<file path="config.mk">
export PLATFORM = sky130hd
export DESIGN_NAME = beta_alu_issue
export DESIGN_NICKNAME = d
export VERILOG_FILES = /design/src/rtl/beta_alu_issue.sv
export SDC_FILE = /design/constraint.sdc
export NUM_CORES = 2
export LEC_CHECK = 0
export CAP_MARGIN = 20
export CORE_MARGIN = 10
export CORE_UTILIZATION = 30
export DETAILED_ROUTE_END_ITERATION = 12
export PLACE_DENSITY = 0.53
export SLEW_MARGIN = 20
export SYNTH_ARGS = -nofsm -noshare
export SYNTH_HDL_FRONTEND = slang
export SYNTH_SLANG_ARGS = --single-unit
export TNS_END_PERCENT = 1
</file>
<file path="constraint.sdc">
create_clock -name clk -period 4.4 [get_ports clk]
set_input_delay 1.32 -clock clk [delete_from_list [all_inputs] [get_ports clk]]
set_output_delay 1.32 -clock clk [all_outputs]
set_load 0.01 [all_outputs]
</file>
<file path="src/rtl/beta_alu_issue.sv">
// Issue/writeback controller for the combinational Beta ALU: decodes one
// OP/OPC instruction at a time, reads the register file, drives the ALU, writes back.
module beta_alu_issue #(
  parameter int unsigned ALU_WAIT = 0
) (
  input  logic        clk,
  input  logic        rst_n,
  input  logic        inst_valid,
  output logic        inst_ready,
  input  logic [31:0] inst,
  output logic [3:0]  alu_fn,
  output logic [31:0] alu_a,
  output logic [31:0] alu_b,
  input  logic [31:0] alu_result,
  output logic        retire,
  output logic [4:0]  retire_rc,
  output logic [31:0] retire_data,
  output logic        illegal,
  input  logic [4:0]  dbg_addr,
  output logic [31:0] dbg_data
);

  typedef enum logic [1:0] {IDLE, DECODE, EXEC, WB} state_t;

  state_t             state, state_nxt;
  logic [31:0]        inst_q;
  logic [31:0]        rf [0:30];
  logic [2:0]         wait_cnt;

  logic [5:0]         opcode;
  logic [4:0]         rc, ra, rb;
  logic [31:0]        ra_val, rb_val;
  logic signed [31:0] lit_sx;
  logic               legal;

  // DIV, 0x7 and 0xF function codes have no ALU implementation
  function automatic logic is_legal(input logic [5:0] op);
    return op[5] && (op[3:0] != 4'h3) && (op[3:0] != 4'h7) && (op[3:0] != 4'hF);
  endfunction

  assign opcode = inst_q[31:26];
  assign rc     = inst_q[25:21];
  assign ra     = inst_q[20:16];
  assign rb     = inst_q[15:11];
  assign lit_sx = {{16{inst_q[15]}}, inst_q[15:0]};
  assign legal  = is_legal(opcode);

  // R31 is hardwired to zero and has no storage
  assign ra_val   = (ra == 5'd31)       ? '0 : rf[ra];
  assign rb_val   = (rb == 5'd31)       ? '0 : rf[rb];
  assign dbg_data = (dbg_addr == 5'd31) ? '0 : rf[dbg_addr];

  always_ff @(posedge clk or negedge rst_n) begin
    if (!rst_n) state <= IDLE;
    else        state <= state_nxt;
  end

  always_comb begin
    state_nxt = state;
    case (state)
      IDLE:    if (inst_valid) state_nxt = DECODE;
      DECODE:  state_nxt = legal ? EXEC : IDLE;
      EXEC:    if (wait_cnt == 3'd0) state_nxt = WB;
      WB:      state_nxt = IDLE;
      default: state_nxt = IDLE;
    endcase
  end

  always_comb begin
    inst_ready = (state == IDLE);
  end

  always_ff @(posedge clk or negedge rst_n) begin
    if (!rst_n) begin
      inst_q      <= '0;
      alu_fn      <= '0;
      alu_a       <= '0;
      alu_b       <= '0;
      wait_cnt    <= '0;
      retire      <= 1'b0;
      retire_rc   <= '0;
      retire_data <= '0;
      illegal     <= 1'b0;
    end else begin
      retire  <= 1'b0;
      illegal <= 1'b0;
      case (state)
        IDLE: if (inst_valid) inst_q <= inst;
        DECODE: begin
          if (legal) begin
            alu_fn   <= opcode[3:0];
            alu_a    <= ra_val;
            alu_b    <= opcode[4] ? lit_sx : rb_val;
            wait_cnt <= 3'(ALU_WAIT);
          end else begin
            illegal <= 1'b1;
          end
        end
        EXEC: begin
          // retire is raised here so that it is high exactly during WB
          if (wait_cnt == 3'd0) begin
            retire      <= 1'b1;
            retire_rc   <= rc;
            retire_data <= alu_result;
          end else begin
            wait_cnt <= wait_cnt - 3'd1;
          end
        end
        default: ;
      endcase
    end
  end

  always_ff @(posedge clk or negedge rst_n) begin
    if (!rst_n) begin
      for (int i = 0; i < 31; i++) rf[i] <= '0;
    end else if (state == WB && retire_rc != 5'd31) begin
      rf[retire_rc] <= retire_data;
    end
  end

endmodule
</file>
==> impl_metrics.tcl <==
set metrics [dict create \
    status "complete, but fails checks" \
    violations "setup timing" \
    htree_levels 4 \
    timing.final.crit_share_pct 106.5 \
    grt_max_degree 98 \
    worstSetupStartpointType "input pin" \
    antenna_found_initial 14 \
    grt_pass1_wl_mm 384.9 \
    arrival_ps 3370 \
    path_depth 7 \
    start_util_pct 30.10 \
    worst_slack_ps -287.1 \
    reg2reg_slack_ps 800 \
    fin_crit_ps 4687 \
    criticalPathCategory "input pin to output pin" \
    synth.top_cell.area_share_pct 42.60 \
    slew_violations 0 \
    finalHoldViolations 0 \
    finalSetupViolations 32 \
    clock-skew-final_ps 34.68 \
    rows 173 \
    postSynthCellCount 4741 \
    die_width_um 491.6 \
    cts_tree "done" \
    vias 48520 \
    synth_common_cells "dfrtp_1 (1136), mux2_2 (1046), mux4_2 (627), mux2i_1 (383), clkbuf_1 (258)" \
    ctsLongestPathBuffers 3 \
    ff2ff_path_depth 6 \
    worst_slew_pin_slew_ps 1175 \
    dp_cells 7730 \
    cap_violations 0 \
    rsz0062_at_grt "yes" \
    max_freq_mhz 213.4 \
    drt_iter0_drc 5306 \
    critPathMaxFanout 7 \
    drc 0 \
    fin_util_pct 35.86 \
    yosys.area.top_type "dfrtp_1" \
    coreArea_um2 221700 \
    path_cells "buf_16, clkbuf_16, buf_4, mux4_2, mux4_2, mux2_4, buf_2" \
    avgSynthCellArea_um2 14.07 \
    cp.required_ps 3080 \
    yosys-top-cells-area "dfrtp_1 (43%), mux4_2 (21%), mux2_2 (18%)" \
    ys_ff_latch 1136 \
    ys_async_sr_fraction_pct 100.0 \
    synth_edf_count 0 \
    endpoint_kind "output pin" \
    dp.final_hpwl_mm 167.0 \
    grtUsageTotal_pct 21.81 \
    worstSetupStartpoint "dbg_addr[0]" \
    die_area_um2 241700 \
    reg2reg_from "state[0]" \
    synth_cell_type_count 64 \
    crit_family "multiplexers" \
    worstPathBufferInverterCount 4 \
    place_congestion 0.8469 \
    drt_pass1_iterations 7 \
    wire_per_inst_um 34.12 \
    synth.most_common_cell "dfrtp_1" \
    clk_pin_slew_worst_paths_ps 60 \
    drive_gt1_share_pct 47.44 \
    grt_pass1_vias 48420 \
    syn_nets 4815 \
    synth_ff_type "dfrtp_1" \
    io_pins 212 \
    fin_nets 5007 \
    fin_cells 8010 \
    clockRootBuffer "clkbuf_16" \
    ys_warn_count 0 \
    cp_slowest_cell "mux4_2" \
    cts-buffers-inserted 132 \
    crit_path_end "dbg_data[9]" \
    worstReg2RegEnd "alu_a[27]" \
    globalRouteOverflowTotal 0 \
    peakVddDrop_mv 0.4987 \
    p_leak_nw 34.52 \
    area.growth.synth_to_final_pct 19.11 \
    cp_common_cell "mux4_2" \
    die_h_um 491.6 \
    synth_seq_area_share_pct 42.60 \
    clk_latency_ps 800 \
    via_per_inst 6.057 \
    routed_wl_mm 273.3 \
    syn_area_um2 66730 \
    slew-limit-headroom_pct 21.49 \
    p_per_area_nw_per_um2 661.9 \
    ant_nets 0 \
    cpPeakStageDelay_ps 520 \
    hp-class "register to register" \
    numPortBuffers 211 \
    cts_num_sinks 1136 \
]
[routing by layer]
metal	share of wire (%)	track usage (%)	routed length [um]
met1	42	30.41	116000
met4	4.3	8.008	11650
met3	9.5	5.568	25860
met5	0.0044	0	12
met2	44	32.60	119800
[kinds of logic after synthesis]
| logic type | after synthesis | synth area share [%] |
|---|---|---|
| AO/OA/AOI/OAI | 544 | 5.905 |
| flip-flops | 1136 | 42.60 |
| multiplexers | 2076 | 44.90 |
| AND/OR/NAND/NOR | 441 | 2.978 |
| adder cells (fa/ha/maj) | 2 | 0.03750 |
| buffers and inverters | 542 | 3.578 |
[stage by stage]
stage / worst slack, ps / hold slack (ps) / power (mW) / instance area (um^2) / setup TNS [ps]
6_report: -287.1 / 462.3 / 52.61 / 79480 / -6512
5_1_grt: -309.8 / 491.3 / 54.71 / 79470 / -7463
4_1_cts: -471.5 / 464.4 / 52.47 / 79030 / -10870
3_5_place_dp: -935.2 / 450.2 / 40.80 / 74110 / -22170
3_3_place_gp: -922.6 / 440.9 / 40.52 / 74100 / -22120
2_1_floorplan: 2.540 / 434.8 / 31.13 / 66730 / 0
[registers in the layout (all words and copies together), names as in the netlist, 3 cells and up, named ones only]
name         cells
rf             992
alu_a           32
alu_b           32
inst_q          32
retire_data     32
retire_rc        5
alu_fn           4
wait_cnt         3
[cell usage in the layout (no fill, tap or decap), types with 13 or more instances in the layout]
master / n
mux2_4: 13
a2111oi_0: 13
a221o_1: 19
a211oi_1: 16
nor3_1: 20
buf_4: 235
mux2i_1: 382
nand2_1: 203
a21oi_1: 67
clkbuf_16: 141
clkbuf_1: 19
mux2_2: 1033
o221ai_1: 25
clkbuf_8: 28
buf_16: 14
nor2_1: 68
mux2_1: 20
a31oi_1: 19
a22oi_1: 37
a32oi_1: 16
clkinv_2: 26
buf_6: 22
mux4_2: 627
clkdlybuf4s50_1: 173
inv_1: 25
o2bb2ai_1: 25
nand3_1: 13
nor2b_1: 27
o22ai_1: 18
buf_12: 92
a221oi_1: 85
dfrtp_1: 1122
nor2_4: 16
nand2b_1: 18
o21ai_0: 102
[worst reg2reg max path: cells and delay by family (launching register included)]
| kind | cells | cell delay, ps |
|---|---|---|
| simple gates | 4 | 1980 |
| compound gates | 1 | 520 |
| buf+inv | 1 | 520 |
| flops | 1 | 510 |
[report_power, final]
group          internal, mW  switching [mW]  total (mW)  leakage (nW)
registers              13.7            4.77        18.5          15.4
logic                  10.9            11.8        22.7          16.9
clock network          6.67            4.79        11.5          2.19
total                  31.3            21.3        52.6          34.5
[final cells by class]
cell class	instances	area [um^2]
clock buffer	183	3860
multi-input combinational	3063	36420
tap	2975	3722
antenna	3	7.507
clock inverter	50	556.8
sequential	1136	28460
fill	21400	142200
inverter	29	111.4
timing repair buffer	571	6336
[what timing repair did]
item,CTS,global route
setup buffers,12,24
hold buffers,0,0
resized for setup,148,79
gates cloned,5,5
pin swaps,4,7
endpoints found under the setup margin,32,32
[how the worst min path moves through the flow]
stage / slack, ps / startpoint / depth (start not counted) / end
after floorplan: 430 / inst_q[21] / 2 / retire_rc[0]
after global placement: 440 / inst_q[22] / 2 / retire_rc[1]
after detailed placement: 450 / inst_q[22] / 2 / retire_rc[1]
after CTS: 460 / inst_q[22] / 2 / retire_rc[1]
after global routing: 490 / inst_q[25] / 2 / retire_rc[4]
final: 460 / inst_q[22] / 2 / retire_rc[1]
Power figures use the tool's default switching activity.
